`config.mk`:
```
export PLATFORM = sky130hd
export DESIGN_NAME = imem_arbiter
export DESIGN_NICKNAME = d
export VERILOG_FILES = /design/src/rtl/imem_arbiter.sv
export SDC_FILE = /design/constraint.sdc
export NUM_CORES = 1
export LEC_CHECK = 0
export ABC_AREA = 1
export BUFFER_PORTS_ARGS = -buffer_cell sky130_fd_sc_hd__buf_2
export CORE_AREA = 2 2 114 116
export DETAILED_ROUTE_END_ITERATION = 16
export DIE_AREA = 0 0 116 118
export PLACE_DENSITY = 0.79
export SYNTH_ARGS = -nofsm -noshare
export SYNTH_HDL_FRONTEND = slang
export SYNTH_SLANG_ARGS = --single-unit
```
`constraint.sdc`:
```
create_clock -name clk -period 1.9 [get_ports clk]
set_input_delay 0.095 -clock clk [delete_from_list [all_inputs] [get_ports clk]]
set_output_delay 0.095 -clock clk [all_outputs]
set_load 0.01 [all_outputs]
```
`src/rtl/imem_arbiter.sv`:
```
// Shares the single-port instruction memory between fetch (F) and debug (D); 1-cycle read latency.
// No back-pressure on responses. Optional D anti-starvation via IMEM_ARB_FAIR_EN.
module imem_arbiter #(
    parameter int ADDR_W   = 32,
    parameter int DATA_W   = 64,
    parameter int MAX_WAIT = 8
) (
    input  logic              clk,
    input  logic              rst,
    input  logic              f_req,
    input  logic [ADDR_W-1:0] f_addr,
    input  logic              f_kill,
    output logic              f_gnt,
    output logic              f_rvalid,
    output logic [DATA_W-1:0] f_rdata,
    input  logic              d_req,
    input  logic [ADDR_W-1:0] d_addr,
    output logic              d_gnt,
    output logic              d_rvalid,
    output logic [DATA_W-1:0] d_rdata,
    output logic [ADDR_W-4:0] mem_addr,
    input  logic [DATA_W-1:0] mem_dout
);

    typedef enum logic [1:0] {
        OWN_IDLE = 2'd0,
        OWN_F_RD = 2'd1,
        OWN_D_RD = 2'd2
    } owner_e;

    owner_e            owner_q, owner_d;
    logic [DATA_W-1:0] f_rdata_q, f_rdata_d;
    logic [DATA_W-1:0] d_rdata_q, d_rdata_d;
    logic              d_first;

    // Byte offset within the 8-byte word plays no part in the memory access.
    logic unused_byte_off;
    assign unused_byte_off = ^{f_addr[2:0], d_addr[2:0]};

`ifdef IMEM_ARB_FAIR_EN
    localparam int WAIT_W = $clog2(MAX_WAIT + 1);
    logic [WAIT_W-1:0] wait_q, wait_d;

    assign d_first = (wait_q == WAIT_W'(MAX_WAIT));

    always_comb begin
        wait_d = wait_q;
        if (!d_req || d_gnt) begin
            wait_d = '0;
        end else if (wait_q != WAIT_W'(MAX_WAIT)) begin
            wait_d = wait_q + WAIT_W'(1);
        end
    end

    always_ff @(posedge clk or negedge rst) begin
        if (!rst) begin
            wait_q <= '0;
        end else begin
            wait_q <= wait_d;
        end
    end
`else
    assign d_first = 1'b0;
`endif

    // F wins by default; D only when F is idle, being redirected, or D has waited too long.
    always_comb begin
        f_gnt = rst && f_req && !f_kill && !(d_first && d_req);
        d_gnt = rst && d_req && (!f_req || f_kill || d_first);
    end

    always_comb begin
        mem_addr = '0;
        if (d_gnt) begin
            mem_addr = d_addr[ADDR_W-1:3];
        end else if (f_gnt) begin
            mem_addr = f_addr[ADDR_W-1:3];
        end
    end

    always_comb begin
        owner_d = OWN_IDLE;
        if (f_gnt) begin
            owner_d = OWN_F_RD;
        end else if (d_gnt) begin
            owner_d = OWN_D_RD;
        end
    end

    // A redirect in the response cycle squashes the wrong-path fetch word.
    always_comb begin
        f_rvalid  = (owner_q == OWN_F_RD) && !f_kill;
        d_rvalid  = (owner_q == OWN_D_RD);
        f_rdata_d = f_rvalid ? mem_dout : f_rdata_q;
        d_rdata_d = d_rvalid ? mem_dout : d_rdata_q;
        f_rdata   = f_rdata_d;
        d_rdata   = d_rdata_d;
    end

    always_ff @(posedge clk or negedge rst) begin
        if (!rst) begin
            owner_q   <= OWN_IDLE;
            f_rdata_q <= '0;
            d_rdata_q <= '0;
        end else begin
            owner_q   <= owner_d;
            f_rdata_q <= f_rdata_d;
            d_rdata_q <= d_rdata_d;
        end
    end

endmodule

```
# Word level (Yosys, flattened, before mapping)
# Cells that the tools add are included.
# word_totals
ff_bits	130
inputBits	133
out_inout_bits	161
word_cells	19
# classes
n_eq_ne	2
n_mux	6
reduce_logical	8
# ops
op	count
$mux W64	2
$mux W29	2
$logic_and A1 B1 Y1	5
$mux W2	2
$eq A2 B1 Y1 const B	1
$eq A2 B2 Y1 const B	1
$logic_not A1 Y1	2
$logic_or A1 B1 Y1	1

# Logic depth before layout (Yosys ltp)
# depth
word_depth	5
mapped_depth	7
ltp_nobuf	5

# Worst setup path after synthesis
# OpenSTA, ideal clock, no wires.
# synth_timing
path_kind	reg-to-reg
from	reg owner_q[1]
to	reg f_rdata_q[14]
arrival_time_ps	969
required_time_ps	1755
path_slack_ps	786
stages_incl_launch_ff	7
path_buffers	2
synth_period_minus_slack_ps	1114
path_cell_list	dfrtp_1 > nor2_1 > nand2_1 > buf_4 > buf_6 > nand2_1 > nand2_1
# synth_between
elab_chain_len	3
# synth_lines
element	line_no	text
from (decl)	31	owner_e owner_q, owner_d;
from (signal assigned)	106	owner_q <= owner_d;
$eq A2 B1 Y1	92	f_rvalid = (owner_q == OWN_F_RD) && !f_kill;
$logic_and A1 B1 Y1	92	
$mux W64	94	f_rdata_d = f_rvalid ? mem_dout : f_rdata_q;
via f_rdata[14]	15	output logic [DATA_W-1:0] f_rdata,
to (signal assigned)	107	f_rdata_q <= f_rdata_d;
to (decl)	32	logic [DATA_W-1:0] f_rdata_q, f_rdata_d;
# The timed path passes the listed nets, and every way through them passes these cells.

# Final worst setup path
# layout_timing
from	reg owner_q[1]
to	out f_rdata[20]
# layout_between
elab_chain_len	3
# layout_lines
element	line_no
$eq A2 B1 Y1	92
$logic_and A1 B1 Y1	92
$mux W64	94
to (decl)	15
# Every way passes these cells.

==> run metrics <==
outcome completed; initial antenna violation count 1; Mapped Avg Cell Area 8.377 sq um; dpl ws approximately 350 ps; HP Class in -> reg; number of fillers in the final layout 990; Logic pwr share between 20% and 30%; root buffer cell clkbuf_16; post-route ant nets 0; top-area cell type share of the netlist area about three fifths; # DRC 0; total number of vias roughly 5800; Relative slew margins 54.47%; post-route setup TNS 0 ps; total die area 13690 sq um; CP Capture Type primary output; total gr overflow 0; Syn Inst Count 659; Nets approximately 1100; largest family of logic cells by synthesized area simple AND/OR/NAND/NOR gates; number of global-route vias before repair 5635; worst-path cell chain nor2_4 -> buf_4 -> nand3_1 -> nand2_1 -> buf_2; worst hold start f_kill; Post-synth EDFFs 0; largest net degree at the start of global routing ~130; Placer Congestion 0.8307; CP Max Fanout 18; compound-cell area share of the yosys netlist less than 1%; largest area contributor in the netlist dfrtp_1; Critical path origin owner_q[1]; final non-filler cell total approximately 1200; CTS tree built; slowest CP cell dfrtp_1; sequential area share after synthesis approximately 59%; Final WS setup ~33 ps; # IOs a little under 300; syn_nets ~790; Pint a little over 6000 uW; # H-tree levels 4; clock insertion delay at the later pin of the skew report ~420 ps; die width approximately 120 microns; pwr dens ~1000 nW/um^2; CP peak stage delay roughly 400 ps; clock share of power 36.2%; fmax 0.5356 GHz; 1st-iter DRT viols around 530; clk sink count 130; Tot GR Track Use 27.72%; drt total wl 19.34 mm; initial core utilization 44.47%; post-synthesis simple-gate area fraction between 30 and 40%; first-pass GRT wire length around 29 mm; top-count cell post-synth nand2_1; share of cells above drive strength 1 33.92%; xor/xnor share of the synthesized area 0%; Area contributors post-synth dfrtp_1, nand2_1, nand3_1, buf_4, buf_6; DIE HEIGHT around 120 microns; Via density approximately 5; Critical Path RT around 1800 ps; adder-cell share of the synthesized area 0%; Syn-to-layout area delta 52.77%; fin. max-slew vios 0; Sw Share 29.80%; Fin. Hold Viols 0; clk_skew between 8 and 9 ps; footprint of the multi-input gates about 1900 sq um; Num CTS Buffers 17; Reg power frac between 30% and 40%; Port Buf Inserts 287; # setup viols final 0; ys async rst share 100.0%; top post-synthesis cells by count nand2_1, dfrtp_1, nand3_1; sw power around 2600 uW; Inst Count DP 1088; Routed wire per std cell 16.13 microns; ys flop type dfrtp_1; Worst-Margin Slew 682.9 ps; mux cell area share after synthesis 0%; Mapped Area 5520 sq um; post-DP HPWL between 10 and 15 mm; Max Cap Viol 0; critical path class reg -> out; Reg clk slew, reported paths 50 ps; register bit count reported by yosys 130; Synth cell types 11; reg2reg setup slack slightly below 600 ps; worst path arrival time 1770 ps; min cycle time layout 1867 ps; Max clock buf depth 2; post-layout util between 60% and 70%; static leakage 0.004953 uW; CORE AREA 12410 sq um; YS warnings 0; RSZ-0062 raised after global routing yes; maximum VDD drop between 0.5 and 0.6 mV; DRT Pass-1 Iters 5; FF+latch area around 3300 sq um; Worst Setup Start Kind register; FF-to-FF Start owner_q[1]; FP Rows a little over 40; Tcrit/Tclk final between 90% and 100%
[metal layers]
metal / track usage, % / vias to the layer above / share of wire (%)
li1: - / 2773 / -
met1: 30.81 / 2702 / 36
met2: 49.34 / 310 / 53
met3: 7.467 / 52 / 7.2
met4: 11.46 / 0 / 3.2
met5: 0 / - / 0
[metrics by stage]
| step | total power, uW | cell area (sq um) | hold slack [ps] |
|---|---|---|---|
| 2_1_floorplan | 4463 | 5520 | -200.6 |
| 3_3_place_gp | 5385 | 7018 | 320.7 |
| 3_5_place_dp | 5450 | 7018 | 319.2 |
| 4_1_cts | 8756 | 8325 | 50.94 |
| 5_1_grt | 9196 | 8433 | 94.23 |
| 6_report | 8783 | 8433 | 69.84 |
[registers in the layout, summed over array words and instances, names as in the netlist]
register and cells:
d_rdata_q 64, f_rdata_q 64, owner_q 2
[area by class of cell]
cell class,count,share of cell area [%]
sequential,130,38.59
timing repair buffer,379,28.61
multi-input combinational,480,23.01
clock buffer,22,5.623
tap,172,2.552
clock inverter,10,1.276
inverter,5,0.3116
antenna,1,0.02967
[logic make-up after synthesis]
logic type	count (synthesis)
flip-flops	130
buffers and inverters	49
AND/OR/NAND/NOR	478
AO/OA/AOI/OAI	2
[power groups by stage]
stage,clock [uW],combinational (uW),sequential [uW]
2_1_floorplan,0,1030,3430
3_3_place_gp,0,1940,3450
3_5_place_dp,0,1970,3480
4_1_cts,3210,2110,3430
5_1_grt,3340,2370,3480
6_report,3180,2160,3440
[worst max-delay path: cells and delay by family, from the launching register on]
family,cells,cell delay (ps)
buffers and inverters,2,440
DFF,1,400
and+or+nand+nor,3,500
[final timing paths]
check	endpoint	cells after the start
max reg2reg	f_rdata_q[10]	5
min	f_rdata_q[7]	4
min reg2reg	f_rdata_q[62]	2
max	f_rdata[20]	5
min in group asynchronous	d_rdata_q[26]	3
max in group asynchronous	owner_q[0]	3
[repair_timing]
item / CTS / global route
resized for setup: 3 / 9
endpoints found under the setup margin: 50 / 77
hold buffers: 67 / 0
hold endpoints to repair: 259 / 0
cloned: 1 / 1
pin swaps: 0 / 1
setup buffers: 2 / 7
[layout by cell type, fill, tap and decap left out]
cell type,Yosys,final
nor2_4,0,1
nand2_1,383,381
buf_4,19,15
dlygate4sd3_1,0,67
a21oi_1,2,2
dfrtp_1,130,129
clkbuf_16,0,18
nand2_4,0,1
diode_2,0,1
clkinv_2,0,5
clkbuf_1,2,2
nand2_2,0,1
nor2_2,0,1
buf_6,10,4
nand3_1,93,93
inv_8,0,1
buf_16,0,1
buf_12,0,5
clkbuf_8,0,3
clkinvlp_4,0,3
bufinv_16,0,2
buf_2,13,286
inv_1,4,4
dfrtp_2,0,1
(Power assumes the default switching activity.)
